--- src/rtl/ifetch.sv ---
// Instruction fetch front end: issues word-aligned reads, tracks in-flight requests,
// drops responses made stale by a flush and buffers returned words for decode.
module ifetch #(
    parameter int DEPTH = 2
) (
    input  logic        clk,
    input  logic        rst_n,
    input  logic [31:0] pc_i,
    input  logic        pc_valid_i,
    output logic        pc_ready_o,
    output logic        mem_req_o,
    output logic [31:0] mem_addr_o,
    input  logic        mem_gnt_i,
    input  logic        mem_rvalid_i,
    input  logic [31:0] mem_rdata_i,
    input  logic        flush_i,
    output logic        instr_valid_o,
    output logic [31:0] instr_o,
    output logic [31:0] instr_pc_o,
    input  logic        instr_ready_i
);
    localparam int AW = $clog2(DEPTH);
    localparam int CW = AW + 1;

    logic [CW-1:0] pend_cnt_q, pend_cnt_d;
    logic [CW-1:0] drop_cnt_q, drop_cnt_d;
    logic [CW-1:0] fifo_cnt_q, fifo_cnt_d;
    logic [AW-1:0] aq_wr_q, aq_rd_q, ff_wr_q, ff_rd_q;
    logic [31:0]   aq_mem [DEPTH];
    logic [63:0]   ff_mem [DEPTH];

    logic [CW+1:0] occ;
    logic          credit, accept, rv_drop, rv_take, push, pop;

    // Every slot is reserved from issue until the word leaves the FIFO, so
    // neither queue can ever be written past its depth.
    assign occ    = {2'b00, pend_cnt_q} + {2'b00, drop_cnt_q} + {2'b00, fifo_cnt_q};
    assign credit = occ < (CW+2)'(DEPTH);

    assign mem_req_o     = rst_n && pc_valid_i && credit && !flush_i;
    assign mem_addr_o    = {pc_i[31:2], 2'b00};
    assign pc_ready_o    = mem_req_o && mem_gnt_i;
    assign accept        = pc_ready_o;

    assign rv_drop       = mem_rvalid_i && (drop_cnt_q != '0);
    assign rv_take       = mem_rvalid_i && (drop_cnt_q == '0) && (pend_cnt_q != '0);
    assign push          = rv_take && !flush_i;

    assign instr_valid_o = rst_n && (fifo_cnt_q != '0) && !flush_i;
    assign pop           = instr_valid_o && instr_ready_i;
    assign instr_o       = ff_mem[ff_rd_q][31:0];
    assign instr_pc_o    = ff_mem[ff_rd_q][63:32];

    always_comb begin
        pend_cnt_d = pend_cnt_q;
        drop_cnt_d = drop_cnt_q;
        fifo_cnt_d = fifo_cnt_q;
        if (flush_i) begin
            // A response landing in the flush cycle retires one of the old slots.
            drop_cnt_d = drop_cnt_q + pend_cnt_q - CW'(rv_drop || rv_take);
            pend_cnt_d = '0;
            fifo_cnt_d = '0;
        end else begin
            pend_cnt_d = pend_cnt_q + CW'(accept) - CW'(rv_take);
            drop_cnt_d = drop_cnt_q - CW'(rv_drop);
            fifo_cnt_d = fifo_cnt_q + CW'(push) - CW'(pop);
        end
    end

    always_ff @(posedge clk or negedge rst_n) begin
        if (!rst_n) begin
            pend_cnt_q <= '0;
            drop_cnt_q <= '0;
            fifo_cnt_q <= '0;
            aq_wr_q    <= '0;
            aq_rd_q    <= '0;
            ff_wr_q    <= '0;
            ff_rd_q    <= '0;
        end else begin
            pend_cnt_q <= pend_cnt_d;
            drop_cnt_q <= drop_cnt_d;
            fifo_cnt_q <= fifo_cnt_d;
            if (flush_i) begin
                aq_wr_q <= '0;
                aq_rd_q <= '0;
                ff_wr_q <= '0;
                ff_rd_q <= '0;
            end else begin
                aq_wr_q <= aq_wr_q + AW'(accept);
                aq_rd_q <= aq_rd_q + AW'(rv_take);
                ff_wr_q <= ff_wr_q + AW'(push);
                ff_rd_q <= ff_rd_q + AW'(pop);
            end
        end
    end

    always_ff @(posedge clk) begin
        if (accept) aq_mem[aq_wr_q] <= pc_i;
        if (push)   ff_mem[ff_wr_q] <= {aq_mem[aq_rd_q], mem_rdata_i};
    end

endmodule
--- config.mk ---
export PLATFORM = sky130hd
export DESIGN_NAME = ifetch
export DESIGN_NICKNAME = d
export VERILOG_FILES = /design/src/rtl/ifetch.sv
export SDC_FILE = /design/constraint.sdc
export NUM_CORES = 1
export LEC_CHECK = 0
export BUFFER_PORTS_ARGS = -buffer_cell sky130_fd_sc_hd__clkbuf_2
export CAP_MARGIN = 20
export CORE_MARGIN = 1.5
export CORE_UTILIZATION = 31
export CTS_CLUSTER_SIZE = 10
export DETAILED_ROUTE_END_ITERATION = 7
export PLACE_DENSITY_LB_ADDON = 0.12
export SETUP_SLACK_MARGIN = 0.5
export SYNTH_ARGS = -nofsm -noshare
export SYNTH_HDL_FRONTEND = slang
export SYNTH_SLANG_ARGS = --single-unit
--- constraint.sdc ---
create_clock -name clk -period 3.8 [get_ports clk]
set_clock_uncertainty 0.05 [all_clocks]
set_input_delay 0.76 -clock clk [delete_from_list [all_inputs] [get_ports clk]]
set_output_delay 0.76 -clock clk [all_outputs]
set_load 0.02 [all_outputs]
# After elaboration in Yosys (flattened, before gate mapping)
# Memory sizes are Yosys's and may differ from the RTL's.
# Cells that the tools add are included.
# op_classes
muxes	11
add_sub_neg	13
order_cmp	1
n_reduce_logical	17
# ops
cell	n
1-bit logical AND	11
1-bit two-way mux	8
2-bit by 1-bit subtractor with 2-bit output	4
2-bit two-way mux	3
2-bit nonzero test	3
1-bit adder	4
2-bit by 1-bit adder with 2-bit output	2
3-bit by 2-bit adder with 4-bit output	1
4-bit by 2-bit < comparator with 1-bit output, second input constant	1
2-bit by 2-bit adder with 3-bit output	1
2-bit adder	1
2-bit logical NOT	1
1-bit logical NOT	1
1-bit logical OR	1
# totals
out_inout_bits	99
mem_bits_rw	192
in_bits	71
mem_count	2
reg_bits	10
word_cells	51
# mem_list
memory	words	width	read_ports	rd_clocked_by_memory_dff	wr	line	source
ff_mem	2	64	1	0	1	30	logic [63:0] ff_mem [DEPTH];
aq_mem	2	32	1	0	1	29	logic [31:0] aq_mem [DEPTH];

# Depth between registers and ports, before layout
# Gate-level depths: netlist (run 1).
# depth
depth_word	9
ltp_mapped	10
mapped_depth_nobuf	10

# Least setup slack after synthesis (run 1)
# Ideal clock, no wire load.
# synth_timing
path_kind	register to register
startpoint	reg drop_cnt_q[1]
endpoint	mem aq_mem[0][0], enable pin
slack_ps	301
required_time_ps	3358
setup_time_ps	392
period_less_slack_ps	3499
t_arrival_ps	3057
path_stages_with_launch	9
n_path_buf	0
cell_sequence	dfrtp_1 -> inv_1 -> fa_1 -> inv_1 -> ha_1 -> nand4bb_1 -> nor2_1 -> and2_1 -> ha_1
# synth_via
elab_chain_cells	8
# synth_lines
element	line	source
from (decl)	26	logic [CW-1:0] drop_cnt_q, drop_cnt_d;
from (signal assigned)	81	drop_cnt_q <= drop_cnt_d;
2-bit by 2-bit adder with 3-bit output	37	assign occ = {2'b00, pend_cnt_q} + {2'b00, drop_cnt_q} + {2'b00, fifo_cnt_q};
3-bit by 2-bit adder with 4-bit output	37	
4-bit by 2-bit < comparator with 1-bit output	38	assign credit = occ < (CW+2)'(DEPTH);
1-bit logical AND (2 in series)	40	assign mem_req_o = rst_n && pc_valid_i && credit && !flush_i;
named net mem_req_o	11	output logic mem_req_o,
1-bit logical AND	42	assign pc_ready_o = mem_req_o && mem_gnt_i;
named net pc_ready_o	10	output logic pc_ready_o,
1-bit two-way mux	98	if (accept) aq_mem[aq_wr_q] <= pc_i;
1-bit two-way mux (not written as such)	98	
to (decl)	29	
# The timed path passes the listed nets, and every way through them passes these cells.

# Final worst setup path (run 1)
# layout_timing
startpoint	reg pend_cnt_q[1]
endpoint	out pc_ready_o
# layout_via
elab_chain_cells	6
# layout_lines
element	line	source
from (decl)	25	logic [CW-1:0] pend_cnt_q, pend_cnt_d;
from (signal assigned)	80	pend_cnt_q <= pend_cnt_d;
2-bit by 2-bit adder with 3-bit output	37	
3-bit by 2-bit adder with 4-bit output	37	
4-bit by 2-bit < comparator with 1-bit output	38	
1-bit logical AND (2 in series)	40	
1-bit logical AND	42	
to (decl)	10	
# No other way between the ends.

==> impl_results.html, run 1 <==
<table>
<tr><th>Metric</th><th>Value</th></tr>
<tr><th colspan="2">Status</th></tr>
<tr><td>Result of the run</td><td>completed</td></tr>
<tr><th colspan="2">Layout</th></tr>
<tr><td>Fill count</td><td>~2400</td></tr>
<tr><td>Register area</td><td>between 6000 and 7000 um^2</td></tr>
<tr><td>Layout overhead on the synthesized area</td><td>22.3%</td></tr>
<tr><td>N_diodes</td><td>0</td></tr>
<tr><td>Total area of multi-input combinational cells</td><td>roughly 1500 um^2</td></tr>
<tr><td>Post-route insts no fill</td><td>just over 900</td></tr>
<tr><td>Fraction of layout cells with a size suffix above 1</td><td>between 50% and 60%</td></tr>
<tr><td>Leading cell types in the layout, fill and taps excluded</td><td>192 x edfxtp_1, 166 x clkbuf_2, 96 x mux2_2, 25 x clkbuf_16, 13 x inv_1</td></tr>
<tr><td>Most common cell after layout, fill and taps aside</td><td>edfxtp_1</td></tr>
<tr><td>NumNets Final</td><td>651</td></tr>
<tr><th colspan="2">Global route</th></tr>
<tr><td>Overall routing resource usage</td><td>between 10% and 20%</td></tr>
<tr><td>Wire length of the first global-routing pass</td><td>~22 mm</td></tr>
<tr><td>Initial antenna violation count</td><td>1</td></tr>
<tr><td>Via count of the first global-routing pass</td><td>approximately 3900</td></tr>
<tr><td>GRT Residual Overflow</td><td>0</td></tr>
<tr><td>Pin count of the biggest net entering global routing</td><td>67</td></tr>
<tr><th colspan="2">Routing</th></tr>
<tr><td>Antenna viol nets, final</td><td>0</td></tr>
<tr><td>DRC violation count after routing</td><td>0</td></tr>
<tr><td>Total routed wirelength</td><td>roughly 15 mm</td></tr>
<tr><td>Number of search-and-repair iterations in the first detailed-routing pass</td><td>6</td></tr>
<tr><td>Wire length per cell after detailed routing</td><td>around 16 um</td></tr>
<tr><td>Iteration-0 DRC count of the detailed router</td><td>200</td></tr>
<tr><td>Vias after detailed routing</td><td>about 3900</td></tr>
<tr><td>Via density per instance</td><td>about 4.3</td></tr>
<tr><th colspan="2">Job</th></tr>
<tr><td>Max Cap Violations</td><td>0</td></tr>
<tr><th colspan="2">Setup path</th></tr>
<tr><td>Arrival time worst endpoint</td><td>between 2 and 2.5 ns</td></tr>
<tr><td>Critical R2R Launch</td><td>pend_cnt_q[1]</td></tr>
<tr><td>End of the worst register-to-register path</td><td>aq_mem[0][10]</td></tr>
<tr><td>Endpoint kind of the worst setup timing path</td><td>output pin</td></tr>
<tr><td>Required time of the worst setup path</td><td>between 2 and 3 ns</td></tr>
<tr><td>Maximum fanout encountered on the critical timing path</td><td>2</td></tr>
<tr><td>Reg2reg path depth</td><td>10</td></tr>
<tr><td>Startpoint class of the critical path</td><td>flip-flop</td></tr>
<tr><td>Category of the most critical setup path</td><td>flip-flop to output pin</td></tr>
<tr><td>Register-to-register path setup slack</td><td>0.92 ns</td></tr>
<tr><th colspan="2">Floorplan</th></tr>
<tr><td>Die height</td><td>163 um</td></tr>
<tr><td>Floorplan Core Area</td><td>approximately 25000 um^2</td></tr>
<tr><td>Initial Util</td><td>around a third</td></tr>
<tr><td>I/O pin count</td><td>170</td></tr>
<tr><td>Cell row count</td><td>58</td></tr>
<tr><td>Horizontal die dimension</td><td>163 um</td></tr>
<tr><td>Total Die Area</td><td>~26000 um^2</td></tr>
<tr><th colspan="2">Power</th></tr>
<tr><td>Areal power density over the cells</td><td>494 nW/um^2</td></tr>
<tr><td>VDD IR-drop max</td><td>roughly 0.26 mV</td></tr>
<tr><td>Overall power</td><td>roughly 4.8 mW</td></tr>
<tr><td>Leak pwr</td><td>about 3.5 nW</td></tr>
<tr><th colspan="2">Synth</th></tr>
<tr><td>Post-synthesis cell count</td><td>roughly 400</td></tr>
<tr><td>Post-synthesis xor/xnor area fraction</td><td>less than 1%</td></tr>
<tr><td>Portion of the post-synthesis area used by sequential elements</td><td>76.3%</td></tr>
<tr><td>Post-synthesis mux area share</td><td>between 10% and 20%</td></tr>
<tr><td>Syn. warnings</td><td>0</td></tr>
<tr><td>Combinational family with the most area after synthesis</td><td>multiplexers</td></tr>
<tr><td>Post-synthesis instance area</td><td>a little under 8000 um^2</td></tr>
<tr><td>Post-synthesis simple-gate area fraction</td><td>between 1 and 1.5%</td></tr>
<tr><td>Per-instance average area after synthesis</td><td>19.4 um^2</td></tr>
<tr><td>Adder and majority gate portion of the synthesized area</td><td>about 2.5%</td></tr>
<tr><td>Count of cell types in the netlist</td><td>30</td></tr>
<tr><td>Compound-Gate Fraction of Synth Area</td><td>less than 1%</td></tr>
<tr><td>Number of register bits inferred by synthesis</td><td>approximately 200</td></tr>
<tr><th colspan="2">Clock tree</th></tr>
<tr><td>Number of H-tree levels</td><td>1</td></tr>
<tr><td>Hold Buf Count CTS</td><td>0</td></tr>
<tr><td>Clock slew at reported path FFs</td><td>~0.05 ns</td></tr>
<tr><td>Number of buffers added by the clock tree synthesis step</td><td>24</td></tr>
<tr><td>Clk buf depth</td><td>3</td></tr>
<tr><td>TritonCTS clock tree</td><td>yes</td></tr>
<tr><td>Number of clock sinks</td><td>202</td></tr>
<tr><td>Root buf cell</td><td>clkbuf_16</td></tr>
<tr><td>Skew-Pair Late Insertion Delay</td><td>0.50 ns</td></tr>
<tr><th colspan="2">Place</th></tr>
<tr><td>Estimated wirelength of the detail-placed design</td><td>between 9 and 10 mm</td></tr>
<tr><td>Gp weighted congestion</td><td>between 0.6 and 0.7</td></tr>
<tr><td>Placed cell count</td><td>around 870</td></tr>
<tr><td>Number of input and output port buffers inserted</td><td>about 170</td></tr>
<tr><td>Setup WS pre-CTS</td><td>0.786 ns</td></tr>
<tr><th colspan="2">STA</th></tr>
<tr><td>Setup violators final</td><td>0</td></tr>
<tr><td>Setup TNS</td><td>0 ns</td></tr>
<tr><td>Unrepaired setup endpoints after global routing</td><td>false</td></tr>
<tr><td>Setup WS post-layout</td><td>between 0.6 and 0.7 ns</td></tr>
<tr><td>Final Max Slew Viols</td><td>0</td></tr>
<tr><td>Min Clock Period, post-route</td><td>around 3.2 ns</td></tr>
<tr><td>Fmax</td><td>roughly 0.32 GHz</td></tr>
<tr><td>Relative slew slack</td><td>between 30% and 40%</td></tr>
<tr><td>Share of the cycle needed by the critical path after routing</td><td>between 80% and 90%</td></tr>
<tr><td>Number of hold-slack violations in the final timing report</td><td>0</td></tr>
<tr><td>Tightest Pin Transition</td><td>between 0.9 and 1 ns</td></tr>
<tr><th colspan="2">Min path</th></tr>
<tr><td>Worst min path class</td><td>input pin to async pin</td></tr>
</table>
-- power by group --
part	internal, mW	total (mW)	switching, mW
Clock	1.22	2.01	0.799
Sequential	2.47	2.49	0.0220
Combinational	0.115	0.263	0.148
Total	3.80	4.77	0.969
-- layout make-up --
type                            instances  share of cell area (%)
Sequential cell                       202                    62.4
Clock buffer                           38                    7.09
Multi-Input combinational cell        148                    16.0
Inverter                               13                   0.506
Timing Repair Buffer                  176                    9.68
Tap cell                              330                    4.28
-- routing by layer --
layer	global-route usage, %	vias up	part of all wire [%]
met5	0	-	0.11
met4	3.59	2	2.2
met3	2.78	29	6.7
met2	18.3	134	47
met1	14.3	1890	44
li1	-	1816	-
-- what timing repair did --
action / in CTS / in global routing
setup endpoints to repair: 1 / 1
endpoints found under the hold margin: 0 / 0
resized for setup: 2 / 5
pin swaps: 0 / 3
setup buffers: 2 / 1
-- Yosys cell counts (all sizes together) --
cell type,number,area [um^2]
edfxtp,192,5770
mux2,96,1080
buf,43,312
ha,14,175
inv,13,48.8
dfrtp,10,250
nor2,8,30.0
xor2,4,35.0
o21ai,3,18.8
xnor2,3,26.3
a21oi,2,10.0
nand2,2,7.51
nand2b,2,20.0
nor2b,2,12.5
a21o,1,7.51
and2,1,6.26
clkbuf,1,3.75
conb,1,3.75
fa,1,20.0
mux2i,1,10.0
nand4bb,1,11.3
nor3,1,5.00
nor3b,1,7.51
nor4,1,6.26
o31ai,1,7.51
or4,1,7.51
-- cell families after synthesis --
logic type / after synthesis
AOI/OAI and AO/OA: 7
and+or+nand+nor: 20
buffers and inverters: 57
other: 1
DFF: 202
adders and majority gates: 15
muxes: 97
xor gates and xnor gates: 7
-- registers in the layout (all words and copies together), names as in the netlist --
register / flops
drop_cnt_q: 2
ff_mem: 128
pend_cnt_q: 2
aq_mem: 64
ff_rd_q: 1
aq_wr_q: 1
fifo_cnt_q: 2
aq_rd_q: 1
ff_wr_q: 1
-- worst max-delay path: stages (launching register included) --
cell and delay (ns):
dfrtp_1 0.34, inv_1 0.06, fa_1 0.53, inv_1 0.04, ha_1 0.27, nand4bb_1 0.18, nor2_2 0.14, and2_4 0.16
buf_6 0.11
-- worst max path at each step --
stage / end / start
after detailed placement: aq_mem[1][9] / drop_cnt_q[1]
after floorplan: aq_mem[0][0] / drop_cnt_q[1]
after global placement: aq_mem[1][9] / drop_cnt_q[1]
final: pc_ready_o / pend_cnt_q[1]
after global routing: pc_ready_o / pend_cnt_q[1]
after CTS: pc_ready_o / pend_cnt_q[1]
-- metrics by stage --
stage | utilization [%] | cell area, um^2 | hold slack, ns
3_3_place_gp | 35.6 | 8930 | 0.492
3_5_place_dp | 35.6 | 8930 | 0.499
6_report | 38.4 | 9650 | 0.101
2_1_floorplan | - | 7890 | 0.414
5_1_grt | 38.4 | 9650 | 0.0974
4_1_cts | 38.4 | 9630 | 0.0865
(Power assumes the default switching activity.)
==> run 2: changes to the inputs <==
- clock period: 3.8 -> 3.2 ns (I/O delays scaled with it)
==> impl_results.html, run 2 (same netlist as run 1, synthesis figures left out) <==
<table>
<tr><th>Metric</th><th>Value</th></tr>
<tr><th colspan="2">Status</th></tr>
<tr><td>Result of the run</td><td>completed (unchanged)</td></tr>
<tr><th colspan="2">STA</th></tr>
<tr><td>Min Clock Period, post-route</td><td>~3.0 ns</td></tr>
<tr><td>Setup violators final</td><td>0 (unchanged)</td></tr>
<tr><td>Fin Hold WS</td><td>0.274 ns (was 0.101 ns)</td></tr>
<tr><td>Tightest Pin Transition</td><td>0.883 ns (was 0.953 ns)</td></tr>
<tr><td>Setup TNS</td><td>0 ns (unchanged)</td></tr>
<tr><td>Fmax</td><td>0.334 GHz</td></tr>
<tr><td>Unrepaired setup endpoints after global routing</td><td>true (was false)</td></tr>
<tr><td>Final Max Slew Viols</td><td>0 (unchanged)</td></tr>
<tr><td>Relative slew slack</td><td>41.1% (was 36.5%)</td></tr>
<tr><td>Setup WS post-layout</td><td>0.203 ns (was 0.644 ns)</td></tr>
<tr><td>Share of the cycle needed by the critical path after routing</td><td>93.7%</td></tr>
<tr><td>Number of hold-slack violations in the final timing report</td><td>0 (unchanged)</td></tr>
<tr><th colspan="2">Place</th></tr>
<tr><td>Setup WS pre-CTS</td><td>0.280 ns (was 0.786 ns)</td></tr>
<tr><td>Gp weighted congestion</td><td>0.714 (was 0.696)</td></tr>
<tr><td>Number of input and output port buffers inserted</td><td>167 (unchanged)</td></tr>
<tr><td>Estimated wirelength of the detail-placed design</td><td>9.36 mm (was 9.08 mm)</td></tr>
<tr><td>Placed cell count</td><td>866 (unchanged)</td></tr>
<tr><th colspan="2">Setup path</th></tr>
<tr><td>Category of the most critical setup path</td><td>flip-flop to output pin (unchanged)</td></tr>
<tr><td>Endpoint kind of the worst setup timing path</td><td>output pin (unchanged)</td></tr>
<tr><td>Required time of the worst setup path</td><td>2.51 ns (was 2.99 ns)</td></tr>
<tr><td>Startpoint class of the critical path</td><td>flip-flop (unchanged)</td></tr>
<tr><td>Arrival time worst endpoint</td><td>2.31 ns (was 2.35 ns)</td></tr>
<tr><td>Register-to-register path setup slack</td><td>0.68 ns (was 0.92 ns)</td></tr>
<tr><td>Maximum fanout encountered on the critical timing path</td><td>2 (unchanged)</td></tr>
<tr><th colspan="2">Global route</th></tr>
<tr><td>Pin count of the biggest net entering global routing</td><td>40 (was 67)</td></tr>
<tr><td>GRT Residual Overflow</td><td>0 (unchanged)</td></tr>
<tr><td>Routing usage on met3</td><td>2.27% (was 2.78%)</td></tr>
<tr><td>Initial antenna violation count</td><td>0 (was 1)</td></tr>
<tr><td>Met1 Use GR</td><td>16.3% (was 14.3%)</td></tr>
<tr><td>Via count of the first global-routing pass</td><td>4089 (was 3935)</td></tr>
<tr><td>Met2 track utilization from global routing</td><td>19.1% (was 18.3%)</td></tr>
<tr><td>Layer with the highest usage after global routing</td><td>met2 (unchanged)</td></tr>
<tr><td>Overall routing resource usage</td><td>11.9% (was 11.1%)</td></tr>
<tr><td>Wire length of the first global-routing pass</td><td>23.5 mm (was 22.2 mm)</td></tr>
<tr><th colspan="2">Clock tree</th></tr>
<tr><td>Skew-Pair Late Insertion Delay</td><td>0.50 ns (about the same)</td></tr>
<tr><td>Number of clock sinks</td><td>202 (unchanged)</td></tr>
<tr><td>Number of H-tree levels</td><td>1 (unchanged)</td></tr>
<tr><td>Clock slew at reported path FFs</td><td>0.05 ns (about the same)</td></tr>
<tr><td>Number of buffers added by the clock tree synthesis step</td><td>24 (unchanged)</td></tr>
<tr><td>Root buf cell</td><td>clkbuf_16 (unchanged)</td></tr>
<tr><td>Clk buf depth</td><td>3 (unchanged)</td></tr>
<tr><td>TritonCTS clock tree</td><td>yes (unchanged)</td></tr>
<tr><th colspan="2">Power</th></tr>
<tr><td>Overall power</td><td>5.65 mW (was 4.77 mW)</td></tr>
<tr><td>Areal power density over the cells</td><td>573 nW/um^2 (was 494 nW/um^2)</td></tr>
<tr><td>Leak pwr</td><td>3.63 nW (was 3.55 nW)</td></tr>
<tr><td>VDD IR-drop max</td><td>0.315 mV (was 0.257 mV)</td></tr>
<tr><th colspan="2">Floorplan</th></tr>
<tr><td>Horizontal die dimension</td><td>163 um (unchanged)</td></tr>
<tr><td>Initial Util</td><td>31.4% (unchanged)</td></tr>
<tr><td>Cell row count</td><td>58 (unchanged)</td></tr>
<tr><td>I/O pin count</td><td>170 (unchanged)</td></tr>
<tr><td>Floorplan Core Area</td><td>25100 um^2 (unchanged)</td></tr>
<tr><td>Die height</td><td>163 um (unchanged)</td></tr>
<tr><td>Total Die Area</td><td>26400 um^2 (unchanged)</td></tr>
<tr><th colspan="2">Layout</th></tr>
<tr><td>Fraction of layout cells with a size suffix above 1</td><td>55.1% (was 53.6%)</td></tr>
<tr><td>Leading cell types in the layout, fill and taps excluded</td><td>192 x edfxtp_1, 165 x clkbuf_2, 96 x mux2_2, 25 x clkbuf_16, 12 x buf_4 (was 192 x edfxtp_1, 166 x clkbuf_2, 96 x mux2_2, 25 x clkbuf_16, 13 x inv_1)</td></tr>
<tr><td>Post-route insts no fill</td><td>916 (was 907)</td></tr>
<tr><td>Regs by FF count</td><td>ff_mem x128, aq_mem x64 (unchanged)</td></tr>
<tr><td>Fill count</td><td>2348 (was 2381)</td></tr>
<tr><td>NumNets Final</td><td>663 (was 651)</td></tr>
<tr><td>Most common cell after layout, fill and taps aside</td><td>edfxtp_1 (unchanged)</td></tr>
<tr><td>Register with the most flip-flops</td><td>ff_mem (unchanged)</td></tr>
<tr><td>Max reg flops</td><td>128 (unchanged)</td></tr>
<tr><td>Layout overhead on the synthesized area</td><td>24.9% (was 22.3%)</td></tr>
<tr><th colspan="2">Job</th></tr>
<tr><td>Max Cap Violations</td><td>0 (unchanged)</td></tr>
<tr><th colspan="2">Routing</th></tr>
<tr><td>Total routed wirelength</td><td>15.6 mm (was 14.9 mm)</td></tr>
<tr><td>Iteration-0 DRC count of the detailed router</td><td>129 (was 200)</td></tr>
<tr><td>Via density per instance</td><td>4.39 (was 4.27)</td></tr>
<tr><td>Number of search-and-repair iterations in the first detailed-routing pass</td><td>4 (was 6)</td></tr>
<tr><td>DRC violation count after routing</td><td>0 (unchanged)</td></tr>
<tr><td>Vias after detailed routing</td><td>4023 (was 3871)</td></tr>
<tr><td>Wire length per cell after detailed routing</td><td>17.0 um (was 16.4 um)</td></tr>
<tr><td>Antenna viol nets, final</td><td>0 (unchanged)</td></tr>
<tr><th colspan="2">Min path</th></tr>
<tr><td>Worst min path class</td><td>input pin to flip-flop (was input pin to async pin)</td></tr>
</table>
[run 2: repair_timing]
item	4_1_cts	5_1_grt
resized for setup	9	1
hold endpoints to repair	10	0
hold buffers	1	0
endpoints found under the setup margin	105	2
gates cloned	0	0
pin swaps	5	2
setup buffers	13	1
[run 2: worst paths after layout]
kind | start | endpoint | cells after the start
hold / removal | mem_rdata_i[5] | ff_mem[0][5] | 1
setup / recovery | pend_cnt_q[1] | pc_ready_o | 8
max in group asynchronous | rst_n | ff_rd_q | 2
min in group asynchronous | rst_n | fifo_cnt_q[1] | 2
hold reg to reg | aq_mem[0][14] | ff_mem[0][46] | 1
setup reg to reg | pend_cnt_q[1] | aq_mem[1][13] | 10
[run 2: power by group]
part,internal (mW),switching [mW]
clock network,1.40,0.944
registers,2.93,0.0284
logic,0.156,0.193
[run 2: area by class of cell]
cell class / instances / area, um^2 / share of cell area [%]
clock buffer: 33 / 656 / 6.65
antenna: 2 / 5.00 / 0.0508
sequential: 202 / 6020 / 61.1
tap: 330 / 413 / 4.19
multi-input combinational: 148 / 1590 / 16.1
inverter: 13 / 48.8 / 0.495
timing repair buffer: 188 / 1120 / 11.4
[run 2: stage by stage]
stage / util, % / cell area [um^2]
2_1_floorplan: - / 7930
3_3_place_gp: 35.7 / 8970
3_5_place_dp: 35.7 / 8970
4_1_cts: 39.2 / 9840
5_1_grt: 39.2 / 9850
6_report: 39.2 / 9850
[run 2: routing by layer]
metal	wire (um)	share of wire, %	vias up
li1	-	-	1851
met1	7180	46	2000
met2	7130	46	144
met3	909	5.8	28
met4	365	2.3	0
met5	0	0	-
[run 2: worst max-delay path: stages, from the launching register on]
cell and delay (ns):
dfrtp_1 0.35, inv_2 0.04, fa_1 0.53, inv_1 0.05
ha_1 0.26, nand4bb_4 0.20, nor2_4 0.10, and2_4 0.15
clkbuf_8 0.13
==> run 3: changes to the inputs <==
- GPL_TIMING_DRIVEN: unset -> 0
==> impl_results.html, run 3 (same netlist as run 1, synthesis figures left out) <==
<table>
<tr><th>Metric</th><th>Value</th></tr>
<tr><th colspan="2">Status</th></tr>
<tr><td>Result of the run</td><td>completed (unchanged)</td></tr>
<tr><th colspan="2">Setup path</th></tr>
<tr><td>Category of the most critical setup path</td><td>flip-flop to output pin (unchanged)</td></tr>
<tr><td>Maximum fanout encountered on the critical timing path</td><td>2 (unchanged)</td></tr>
<tr><td>Startpoint class of the critical path</td><td>flip-flop (unchanged)</td></tr>
<tr><td>Endpoint kind of the worst setup timing path</td><td>output pin (unchanged)</td></tr>
<tr><td>Register-to-register path setup slack</td><td>0.64 ns (was 0.68 ns)</td></tr>
<tr><td>Arrival time worst endpoint</td><td>2.34 ns (was 2.31 ns)</td></tr>
<tr><td>Required time of the worst setup path</td><td>2.51 ns (about the same)</td></tr>
<tr><th colspan="2">Routing</th></tr>
<tr><td>Vias after detailed routing</td><td>4030 (was 4023)</td></tr>
<tr><td>Total routed wirelength</td><td>15.2 mm (was 15.6 mm)</td></tr>
<tr><td>Wire length per cell after detailed routing</td><td>16.0 um (was 17.0 um)</td></tr>
<tr><td>Number of search-and-repair iterations in the first detailed-routing pass</td><td>4 (unchanged)</td></tr>
<tr><td>DRC violation count after routing</td><td>0 (unchanged)</td></tr>
<tr><td>Antenna viol nets, final</td><td>0 (unchanged)</td></tr>
<tr><td>Iteration-0 DRC count of the detailed router</td><td>198 (was 129)</td></tr>
<tr><td>Via density per instance</td><td>4.24 (was 4.39)</td></tr>
<tr><th colspan="2">Place</th></tr>
<tr><td>Placed cell count</td><td>906 (was 866)</td></tr>
<tr><td>Estimated wirelength of the detail-placed design</td><td>9.46 mm (was 9.36 mm)</td></tr>
<tr><td>Gp weighted congestion</td><td>0.721 (was 0.714)</td></tr>
<tr><td>Number of input and output port buffers inserted</td><td>167 (unchanged)</td></tr>
<tr><th colspan="2">Layout</th></tr>
<tr><td>Max reg flops</td><td>128 (unchanged)</td></tr>
<tr><td>Most common cell after layout, fill and taps aside</td><td>edfxtp_1 (unchanged)</td></tr>
<tr><td>Post-route insts no fill</td><td>950 (was 916)</td></tr>
<tr><td>Regs by FF count</td><td>ff_mem x128, aq_mem x64 (unchanged)</td></tr>
<tr><td>NumNets Final</td><td>698 (was 663)</td></tr>
<tr><td>Fill count</td><td>2395 (was 2348)</td></tr>
<tr><td>N_diodes</td><td>0 (was 2)</td></tr>
<tr><td>Register with the most flip-flops</td><td>ff_mem (unchanged)</td></tr>
<tr><td>Leading cell types in the layout, fill and taps excluded</td><td>192 x edfxtp_1, 165 x clkbuf_2, 96 x mux2_2, 40 x buf_4, 25 x clkbuf_16 (was 192 x edfxtp_1, 165 x clkbuf_2, 96 x mux2_2, 25 x clkbuf_16, 12 x buf_4)</td></tr>
<tr><td>Layout overhead on the synthesized area</td><td>27.9% (was 24.9%)</td></tr>
<tr><td>Fraction of layout cells with a size suffix above 1</td><td>57.4% (was 55.1%)</td></tr>
<tr><th colspan="2">STA</th></tr>
<tr><td>Fin Hold WS</td><td>0.284 ns (was 0.274 ns)</td></tr>
<tr><td>Number of hold-slack violations in the final timing report</td><td>0 (unchanged)</td></tr>
<tr><td>Min Clock Period, post-route</td><td>3.03 ns (was 3.00 ns)</td></tr>
<tr><td>Setup violators final</td><td>0 (unchanged)</td></tr>
<tr><td>Final Max Slew Viols</td><td>0 (unchanged)</td></tr>
<tr><td>Fmax</td><td>0.330 GHz (was 0.334 GHz)</td></tr>
<tr><td>Relative slew slack</td><td>60.2% (was 41.1%)</td></tr>
<tr><td>Tightest Pin Transition</td><td>0.593 ns (was 0.883 ns)</td></tr>
<tr><td>Share of the cycle needed by the critical path after routing</td><td>94.6% (was 93.7%)</td></tr>
<tr><td>Unrepaired setup endpoints after global routing</td><td>true (unchanged)</td></tr>
<tr><th colspan="2">Clock tree</th></tr>
<tr><td>Root buf cell</td><td>clkbuf_16 (unchanged)</td></tr>
<tr><td>Number of H-tree levels</td><td>1 (unchanged)</td></tr>
<tr><td>Clock slew at reported path FFs</td><td>0.06 ns (was 0.05 ns)</td></tr>
<tr><td>Skew-Pair Late Insertion Delay</td><td>0.50 ns (about the same)</td></tr>
<tr><td>TritonCTS clock tree</td><td>yes (unchanged)</td></tr>
<tr><td>Clk buf depth</td><td>3 (unchanged)</td></tr>
<tr><td>Number of clock sinks</td><td>202 (unchanged)</td></tr>
<tr><td>Number of buffers added by the clock tree synthesis step</td><td>25 (was 24)</td></tr>
<tr><th colspan="2">Global route</th></tr>
<tr><td>Initial antenna violation count</td><td>0 (unchanged)</td></tr>
<tr><td>Overall routing resource usage</td><td>11.5% (was 11.9%)</td></tr>
<tr><td>Via count of the first global-routing pass</td><td>4229 (was 4089)</td></tr>
<tr><td>Pin count of the biggest net entering global routing</td><td>41 (was 40)</td></tr>
<tr><td>Wire length of the first global-routing pass</td><td>23.1 mm (was 23.5 mm)</td></tr>
<tr><td>GRT Residual Overflow</td><td>0 (unchanged)</td></tr>
<tr><th colspan="2">Floorplan</th></tr>
<tr><td>Cell row count</td><td>58 (unchanged)</td></tr>
<tr><td>Initial Util</td><td>31.4% (unchanged)</td></tr>
<tr><td>Total Die Area</td><td>26400 um^2 (unchanged)</td></tr>
<tr><td>I/O pin count</td><td>170 (unchanged)</td></tr>
<tr><td>Die height</td><td>163 um (unchanged)</td></tr>
<tr><td>Floorplan Core Area</td><td>25100 um^2 (unchanged)</td></tr>
<tr><td>Horizontal die dimension</td><td>163 um (unchanged)</td></tr>
<tr><th colspan="2">Power</th></tr>
<tr><td>Leak pwr</td><td>3.81 nW (was 3.63 nW)</td></tr>
<tr><td>Areal power density over the cells</td><td>563 nW/um^2 (was 573 nW/um^2)</td></tr>
<tr><td>VDD IR-drop max</td><td>0.267 mV (was 0.315 mV)</td></tr>
<tr><th colspan="2">Job</th></tr>
<tr><td>Max Cap Violations</td><td>0 (unchanged)</td></tr>
<tr><th colspan="2">Min path</th></tr>
<tr><td>Worst min path class</td><td>input pin to flip-flop (unchanged)</td></tr>
</table>
run 3: through the flow:
step / setup TNS (ns) / utilization [%] / instance area [um^2] / total power [mW] / setup slack [ns]
2_1_floorplan: 0 / - / 7930 / 3.22 / 0.0275
3_5_place_dp: 0 / 36.8 / 9250 / 3.35 / 0.257
3_3_place_gp: -178.23 / 36.5 / 9180 / 3.34 / -1.40
4_1_cts: 0 / 40.1 / 10100 / 5.78 / 0.127
6_report: 0 / 40.2 / 10100 / 5.68 / 0.174
5_1_grt: 0 / 40.2 / 10100 / 5.92 / 0.0554
run 3: metal layers:
metal	vias to the layer above	GRT usage (%)	part of all wire, %
met1	1946	14.6	43
met4	0	3.96	2.5
met5	-	0	0
li1	1918	-	-
met3	24	2.65	6.0
met2	142	19.5	48
run 3: final cells by class:
cell class,count,area [um^2],area share [%]
buffer,44,322,3.19
clock buffer,30,644,6.39
clock inverter,5,22.5,0.223
inverter,13,48.8,0.484
multi-input combinational,148,1600,15.8
sequential,202,6020,59.6
tap,330,413,4.09
timing repair buffer,178,1030,10.2
run 3: worst paths after layout:
path                                  from       endpoint  depth (start not counted)
setup / recovery             pend_cnt_q[1]     pc_ready_o                          8
hold / removal             mem_rdata_i[31]  ff_mem[0][31]                          1
setup reg to reg             pend_cnt_q[1]  aq_mem[1][22]                         10
hold reg to reg              aq_mem[1][28]  ff_mem[1][60]                          1
max in group asynchronous            rst_n  drop_cnt_q[1]                          2
min in group asynchronous            rst_n  pend_cnt_q[0]                          2
run 3: what timing repair did:
action | CTS | global route
setup buffers | 7 | 1
pin swaps | 4 | 1
hold buffers | 1 | 0
gates resized for setup | 7 | 4
hold endpoints to repair | 10 | 0
setup endpoints to repair | 105 | 93
run 3: worst max-delay path, stage by stage (launching register included):
cell and delay [ns]:
dfrtp_1 0.36, inv_2 0.05, fa_1 0.53, inv_1 0.04, ha_1 0.26, nand4bb_4 0.20
nor2_4 0.10, and2_4 0.15, clkbuf_8 0.13
run 3: report_power, final:
part           leakage, nW  switching [mW]  internal [mW]  total [mW]
Clock                0.329           0.953           1.40        2.35
Combinational         1.62           0.197          0.183       0.380
Sequential            1.86          0.0233           2.93        2.95
